### src/rtl/pe_tree_acc_if.sv
// Beat/result bundle for pe_tree_acc: flattened activation/kernel lanes in, accumulated dot product out.
interface pe_tree_acc_if #(
  parameter int LANES    = 8,
  parameter int ELE_BITS = 8,
  parameter int OUT_BITS = 32
);
  logic [LANES*ELE_BITS-1:0] act_flat;
  logic [LANES*ELE_BITS-1:0] ker_flat;
  logic                      valid_in;
  logic                      final_in;
  logic                      valid_out;
  logic [OUT_BITS-1:0]       out_sum;

  // Valid-only flow: a beat transfers on every edge where valid_in is high
  // (final_in is meaningful only then); there is no ready, so the consumer
  // must take out_sum on the single cycle valid_out is high.
  modport master (
    output act_flat, ker_flat, valid_in, final_in,
    input  valid_out, out_sum
  );

  modport slave (
    input  act_flat, ker_flat, valid_in, final_in,
    output valid_out, out_sum
  );
endinterface

### src/rtl/pe_tree_acc.sv
// Pipelined LANES-wide dot-product PE: products, log2(LANES) adder-tree levels, group accumulator.
// Optional macro PE_ACC_SAT_EN: clamp the accumulator instead of wrapping it.
module pe_tree_acc #(
  parameter int LANES      = 8,
  parameter int ELE_BITS   = 8,
  parameter int OUT_BITS   = 32,
  parameter int ACT_SIGNED = 1
) (
  input  logic        clk,
  input  logic        reset,
  pe_tree_acc_if.slave bus
);
  localparam int K  = $clog2(LANES);
  localparam int PW = 2*ELE_BITS + 1;
  localparam int TW = PW + K;
  localparam int NS = K + 2;

  // Tag index: 0 = input capture, 1 = products, 1+l = tree level l.
  logic [NS-1:0]             v_tag;
  logic [NS-1:0]             f_tag;
  logic [LANES*ELE_BITS-1:0] act_q;
  logic [LANES*ELE_BITS-1:0] ker_q;
  logic signed [PW-1:0]      prod [LANES];
  logic signed [TW-1:0]      tree_sum;

  logic signed [OUT_BITS-1:0] acc;
  logic signed [OUT_BITS-1:0] acc_base;
  logic signed [OUT_BITS-1:0] acc_next;
  logic                       restart;
  logic                       pulse;
  logic [OUT_BITS-1:0]        result;

  function automatic logic signed [ELE_BITS:0] act_ext(input logic [ELE_BITS-1:0] a);
    return (ACT_SIGNED != 0) ? {a[ELE_BITS-1], a} : {1'b0, a};
  endfunction

  function automatic logic signed [ELE_BITS:0] ker_ext(input logic [ELE_BITS-1:0] k);
    return {k[ELE_BITS-1], k};
  endfunction

  always_ff @(posedge clk or negedge reset) begin
    if (!reset) begin
      v_tag <= '0;
      f_tag <= '0;
    end else begin
      v_tag <= {v_tag[NS-2:0], bus.valid_in};
      f_tag <= {f_tag[NS-2:0], bus.valid_in & bus.final_in};
    end
  end

  always_ff @(posedge clk) begin
    act_q <= bus.act_flat;
    ker_q <= bus.ker_flat;
  end

  always_ff @(posedge clk) begin
    for (int i = 0; i < LANES; i++)
      prod[i] <= PW'(act_ext(act_q[i*ELE_BITS +: ELE_BITS])) *
                 PW'(ker_ext(ker_q[i*ELE_BITS +: ELE_BITS]));
  end

  generate
    for (genvar l = 1; l <= K; l++) begin : g_lvl
      localparam int NW = PW + l;
      logic signed [NW-1:0] node [LANES >> l];
      if (l == 1) begin : g_src
        always_ff @(posedge clk) begin
          for (int j = 0; j < (LANES >> l); j++)
            node[j] <= NW'(prod[2*j]) + NW'(prod[2*j+1]);
        end
      end else begin : g_src
        always_ff @(posedge clk) begin
          for (int j = 0; j < (LANES >> l); j++)
            node[j] <= NW'(g_lvl[l-1].node[2*j]) + NW'(g_lvl[l-1].node[2*j+1]);
        end
      end
    end
  endgenerate

  assign tree_sum = g_lvl[K].node[0];
  assign acc_base = restart ? '0 : acc;

`ifdef PE_ACC_SAT_EN
  localparam int SW  = (TW > OUT_BITS) ? TW : OUT_BITS;
  localparam int SW1 = SW + 1;
  localparam logic signed [SW:0] SAT_HI = SW1'($signed({1'b0, {(OUT_BITS-1){1'b1}}}));
  localparam logic signed [SW:0] SAT_LO = SW1'($signed({1'b1, {(OUT_BITS-1){1'b0}}}));
  logic signed [SW:0] sum_wide;

  // One spare bit above both operands keeps the sum exact before clamping.
  always_comb begin
    sum_wide = SW1'(acc_base) + SW1'(tree_sum);
    acc_next = sum_wide[OUT_BITS-1:0];
    if (sum_wide > SAT_HI)
      acc_next = {1'b0, {(OUT_BITS-1){1'b1}}};
    else if (sum_wide < SAT_LO)
      acc_next = {1'b1, {(OUT_BITS-1){1'b0}}};
  end
`else
  always_comb begin
    acc_next = acc_base + OUT_BITS'(tree_sum);
  end
`endif

  always_ff @(posedge clk or negedge reset) begin
    if (!reset) begin
      acc     <= '0;
      restart <= 1'b1;
      pulse   <= 1'b0;
      result  <= '0;
    end else begin
      pulse <= v_tag[NS-1] & f_tag[NS-1];
      if (v_tag[NS-1]) begin
        acc     <= acc_next;
        restart <= f_tag[NS-1];
        if (f_tag[NS-1])
          result <= acc_next;
      end
    end
  end

  assign bus.valid_out = pulse;
  assign bus.out_sum   = result;
endmodule

### src/flat_wrapper.sv
// flat-port wrapper written by rule: the top's interface ports become plain ports
module pe_tree_acc_flat 
#(
  parameter int LANES      = 8,
  parameter int ELE_BITS   = 8,
  parameter int OUT_BITS   = 32,
  parameter int ACT_SIGNED = 1
)
  (clk, reset, bus_act_flat, bus_ker_flat, bus_valid_in, bus_final_in, bus_valid_out, bus_out_sum);
  pe_tree_acc_if #(.LANES(LANES), .ELE_BITS(ELE_BITS), .OUT_BITS(OUT_BITS)) bus_i ();
  input  logic clk;
  input  logic reset;
  input wire logic [$bits(bus_i.act_flat)-1:0] bus_act_flat;
  input wire logic [$bits(bus_i.ker_flat)-1:0] bus_ker_flat;
  input wire logic [$bits(bus_i.valid_in)-1:0] bus_valid_in;
  input wire logic [$bits(bus_i.final_in)-1:0] bus_final_in;
  output wire logic [$bits(bus_i.valid_out)-1:0] bus_valid_out;
  output wire logic [$bits(bus_i.out_sum)-1:0] bus_out_sum;
  assign bus_i.act_flat = bus_act_flat;
  assign bus_i.ker_flat = bus_ker_flat;
  assign bus_i.valid_in = bus_valid_in;
  assign bus_i.final_in = bus_final_in;
  assign bus_valid_out = bus_i.valid_out;
  assign bus_out_sum = bus_i.out_sum;
  pe_tree_acc #(.LANES(LANES), .ELE_BITS(ELE_BITS), .OUT_BITS(OUT_BITS), .ACT_SIGNED(ACT_SIGNED)) u_core (.clk(clk), .reset(reset), .bus(bus_i));
endmodule
### config.mk
export PLATFORM = sky130hd
export DESIGN_NAME = pe_tree_acc_flat
export DESIGN_NICKNAME = d
export VERILOG_FILES = /design/src/rtl/pe_tree_acc_if.sv /design/src/rtl/pe_tree_acc.sv /design/src/flat_wrapper.sv
export SDC_FILE = /design/constraint.sdc
export NUM_CORES = 2
export LEC_CHECK = 0
export CORE_MARGIN = 2
export CORE_UTILIZATION = 40
export CTS_BUF_LIST = sky130_fd_sc_hd__clkbuf_8
export DETAILED_ROUTE_END_ITERATION = 6
export SETUP_SLACK_MARGIN = 0.1
export SLEW_MARGIN = 20
export SYNTH_ARGS = -nofsm -noshare
export SYNTH_HDL_FRONTEND = slang
export SYNTH_SLANG_ARGS = --single-unit
### constraint.sdc
create_clock -name clk -period 4.4 [get_ports clk]
set_input_delay 0.88 -clock clk [delete_from_list [all_inputs] [get_ports clk]]
set_output_delay 0.88 -clock clk [all_outputs]
set_load 0.02 [all_outputs]
==> results_tabular.tex <==
\begin{tabular}{lr}
\hline
Metric & Value \\
\hline
\multicolumn{2}{l}{\textbf{Run status}} \\
\quad Result of the run & finished, final reports clean \\
\multicolumn{2}{l}{\textbf{Die}} \\
\quad \# IOs & 165 \\
\quad Die Outline Area & 94,300 um2 \\
\quad Site Rows & 111 \\
\quad Chip Height & 307 um \\
\quad Effective utilization at floorplan & 0.402 \\
\quad Die boundary width & 307 um \\
\quad Area inside the core boundary & 91,400 um2 \\
\multicolumn{2}{l}{\textbf{Place}} \\
\quad Sum of net half-perimeters after detailed placement & 63,300 um \\
\quad Post-Place Cells & 5,323 \\
\quad Routability Congestion & 0.849 \\
\quad Count of port buffers added during placement & 164 \\
\quad Instance area after placement & 41,700 um2 \\
\multicolumn{2}{l}{\textbf{Setup path}} \\
\quad Critical Path Fanout Max & 5 \\
\quad Critical path type & reg2reg \\
\quad Endpoint arrival time on the critical path & 4990 ps \\
\quad Crit path launch & u\_core.act\_q[51] \\
\quad Startpoint of the worst register-to-register path & u\_core.act\_q[51] \\
\quad Category of the worst setup path capture point & flip-flop \\
\quad Required time worst endpoint & 5010 ps \\
\quad Startpoint class of the critical path & flip-flop \\
\multicolumn{2}{l}{\textbf{Yosys}} \\
\quad Library cell with the highest instance count after synthesis & sky130\_fd\_sc\_hd\_\_inv\_1 \\
\quad Top area cells in the synthesized netlist & sky130\_fd\_sc\_hd\_\_fa\_1, sky130\_fd\_sc\_hd\_\_dfxtp\_1, sky130\_fd\_sc\_hd\_\_ha\_1, sky130\_fd\_sc\_hd\_\_inv\_1, sky130\_fd\_sc\_hd\_\_and2\_1 \\
\quad Gate count after technology mapping & 3,729 \\
\quad Synthesized flop and latch total & 462 \\
\quad Yosys warns & 0 \\
\quad Share of Yosys cell area claimed by the top area cell type & 0.244 \\
\quad Post-synth EDFFs & 0 \\
\quad Fraction of registers with async set/reset & 0.165 \\
\quad Sequential element share of the synthesized area & 0.262 \\
\quad Number of nets produced by synthesis & 4,691 \\
\quad Netlist area before placement & 36,700 um2 \\
\quad Ys flop type & sky130\_fd\_sc\_hd\_\_dfxtp\_1 \\
\quad Synth top cells by count & sky130\_fd\_sc\_hd\_\_inv\_1, sky130\_fd\_sc\_hd\_\_fa\_1, sky130\_fd\_sc\_hd\_\_dfxtp\_1 \\
\quad Unique cell type count in the Yosys netlist & 65 \\
\quad Mean instance size in the synthesized netlist & 9.85 um2 \\
\quad Biggest area consumer among synthesized cells & sky130\_fd\_sc\_hd\_\_fa\_1 \\
\multicolumn{2}{l}{\textbf{STA}} \\
\quad Fraction of the cycle the final worst path needs & 0.997 \\
\quad Final worst clock skew & 29.6 ps \\
\quad Transition at the pin with the smallest max-transition slack & 1000 ps \\
\quad Final setup violation count & 0 \\
\quad Final Critical Period & 4380 ps \\
\quad Accumulated negative setup slack & 0 ps \\
\quad Hold Violations, Final & 0 \\
\quad Number of max-slew violations in the final report & 0 \\
\quad Worst slew margin relative to its limit & 0.329 \\
\quad Maximum clock rate & 228 MHz \\
\quad Unrepaired setup endpoints after global routing & yes \\
\multicolumn{2}{l}{\textbf{Clocking}} \\
\quad Buffer depth of the longest clock path & 3 \\
\quad H-tree lvl count & 3 \\
\quad Clock insertion delay at the later pin of the skew report & 700 ps \\
\quad Clock Pin Slew Worst Setup and Hold Paths & 60 ps \\
\quad Number of clock sinks & 462 \\
\quad TritonCTS Buffers & 84 \\
\quad Master cell of the clock root buffer & sky130\_fd\_sc\_hd\_\_clkbuf\_8 \\
\quad Clock tree from TritonCTS & built \\
\multicolumn{2}{l}{\textbf{Power}} \\
\quad Pwr per Cell Area & 717 nW/um2 \\
\quad Leakage dissipation & 21.8 nW \\
\quad Peak VDD IR & 0.000324 V \\
\multicolumn{2}{l}{\textbf{Routing}} \\
\quad Violation count after the first detailed-route iteration & 954 \\
\quad Number of search-and-repair iterations in the first detailed-routing pass & 4 \\
\quad Mean routed wirelength per cell & 14.1 um \\
\quad Total detailed-routing wirelength & 78,300 um \\
\quad Antenna-violating nets left & 0 \\
\quad Vias after detailed routing & 25,800 \\
\quad Via count normalized by instance count & 4.65 \\
\quad DR DRC count & 0 \\
\multicolumn{2}{l}{\textbf{GRT}} \\
\quad Global router's overall resource usage & 0.172 \\
\quad Largest net degree at the start of global routing & 77 \\
\quad Total congestion overflow after global routing & 0 \\
\quad Antenna violations before repair & 3 \\
\quad Global-route wire length before repair & 132,000 um \\
\quad Via count of the first global-routing pass & 27,000 \\
\multicolumn{2}{l}{\textbf{Worst hold path}} \\
\quad Kind of path behind the tightest hold check & in2async \\
\multicolumn{2}{l}{\textbf{Layout}} \\
\quad Multi-input gate area in the final layout & 25,400 um2 \\
\quad Fraction of layout instances using a drive strength above 1 & 0.203 \\
\quad Area growth, synth to finish & 24.2\% \\
\quad Post-route cell area & 45,600 um2 \\
\quad FF+latch area & 9820 um2 \\
\quad Non-filler instance count after layout & 5,545 \\
\quad \# fillers & 8,477 \\
\quad Post-layout utilization of the core & 0.499 \\
\quad Final nets & 5,249 \\
\multicolumn{2}{l}{\textbf{Job}} \\
\quad Max cap viols & 0 \\
\hline
\end{tabular}
==> placed cells by master, fill, tap and decap left out, drive strengths merged, types with 161 or more instances in the layout <==
cell type and count:
xnor2 191, nand2 200, inv 756, buf 325
clkdlybuf4s50 163, dfxtp 386, fa 448, and2 339
ha 382, nor2 161
==> metrics by stage <==
| step | setup slack (ps) | power (mW) | hold slack [ps] |
|---|---|---|---|
| after floorplan | 83.5 | 21.2 | 331 |
| after global placement | -129 | 26.1 | 332 |
| after detailed placement | -235 | 26.3 | 335 |
| after CTS | 11.5 | 31.9 | 314 |
| after global routing | -144 | 36.1 | 106 |
| final | 15.4 | 32.7 | 134 |
==> final timing paths <==
kind                                          to  slack [ps]  depth (start not counted)
max                           u_core.prod[1][50]          20                         16
max in group asynchronous        u_core.v_tag[0]        3670                          2
max reg2reg                   u_core.prod[1][50]          20                         16
min                        u_core.bus.out_sum[7]         130                          1
min reg2reg                      u_core.v_tag[1]         350                          0
min in group clk                 u_core.v_tag[1]         350                          0
==> timing repair <==
item                                    in CTS  in global routing
pin swaps                                   80                174
hold buffers                                 0                  0
endpoints found under the setup margin      24                 36
buffers inserted                            36                 31
gates resized for setup                    178                295
==> layer usage <==
| metal | vias to the layer above | global-route usage | routed length, um |
|---|---|---|---|
| met2 | 346 | 0.291 | 37700 |
| met1 | 12500 | 0.229 | 36300 |
| met3 | 94 | 0.0256 | 2840 |
| met5 | - | 0 | 0 |
| met4 | 0 | 0.0464 | 1450 |
| li1 | 12900 | - | - |
==> state kept, by name (all words and copies together) (netlist names) <==
| name | count |
|---|---|
| u_core.bus.out_sum | 32 |
| u_core.act_q | 64 |
| u_core.g_lvl.node | 130 |
| u_core.bus.valid_out | 1 |
| u_core.f_tag | 5 |
| u_core.ker_q | 64 |
| u_core.acc | 32 |
| u_core.prod | 128 |
| u_core.restart | 1 |
| u_core.v_tag | 5 |
==> cells by family after synthesis <==
logic type      count (synthesis)  synth area share
fa+ha+maj                     830             0.374
mux                            50            0.0153
simple gates                  945             0.135
xor+xnor                      220            0.0525
compound gates                467            0.0831
buf+inv                       755            0.0774
flops                         462             0.262
==> critical path: stages, from the launching register on <==
cell                       delay [ps]
sky130_fd_sc_hd__dfxtp_4          360
sky130_fd_sc_hd__buf_6            110
sky130_fd_sc_hd__and2_4           150
sky130_fd_sc_hd__fa_1             590
sky130_fd_sc_hd__fa_1             490
sky130_fd_sc_hd__fa_1             540
sky130_fd_sc_hd__inv_2             40
sky130_fd_sc_hd__fa_1             530
sky130_fd_sc_hd__inv_2             50
sky130_fd_sc_hd__ha_4             210
sky130_fd_sc_hd__buf_6            120
sky130_fd_sc_hd__a21oi_4          140
sky130_fd_sc_hd__nand2b_4         140
sky130_fd_sc_hd__a21boi_2          50
sky130_fd_sc_hd__o31a_1           300
sky130_fd_sc_hd__o41ai_2          350
sky130_fd_sc_hd__xnor2_1          170
==> where the power goes <==
group          total, mW  internal (mW)  switching [mW]
sequential          6.93           6.02           0.905
clock               4.47           2.57            1.90
combinational       21.3           10.5            10.8
==> cell type report <==
type                            instances  area share
Sequential cell                       462       0.215
Multi-Input combinational cell       2512       0.558
Inverter                              739      0.0608
Antenna cell                            3    0.000165
Timing Repair Buffer                  488      0.0922
Clock inverter                         48     0.00902
Clock buffer                          107      0.0323
Tap cell                             1186      0.0325
Note: power is estimated with default switching activity, not from simulation.
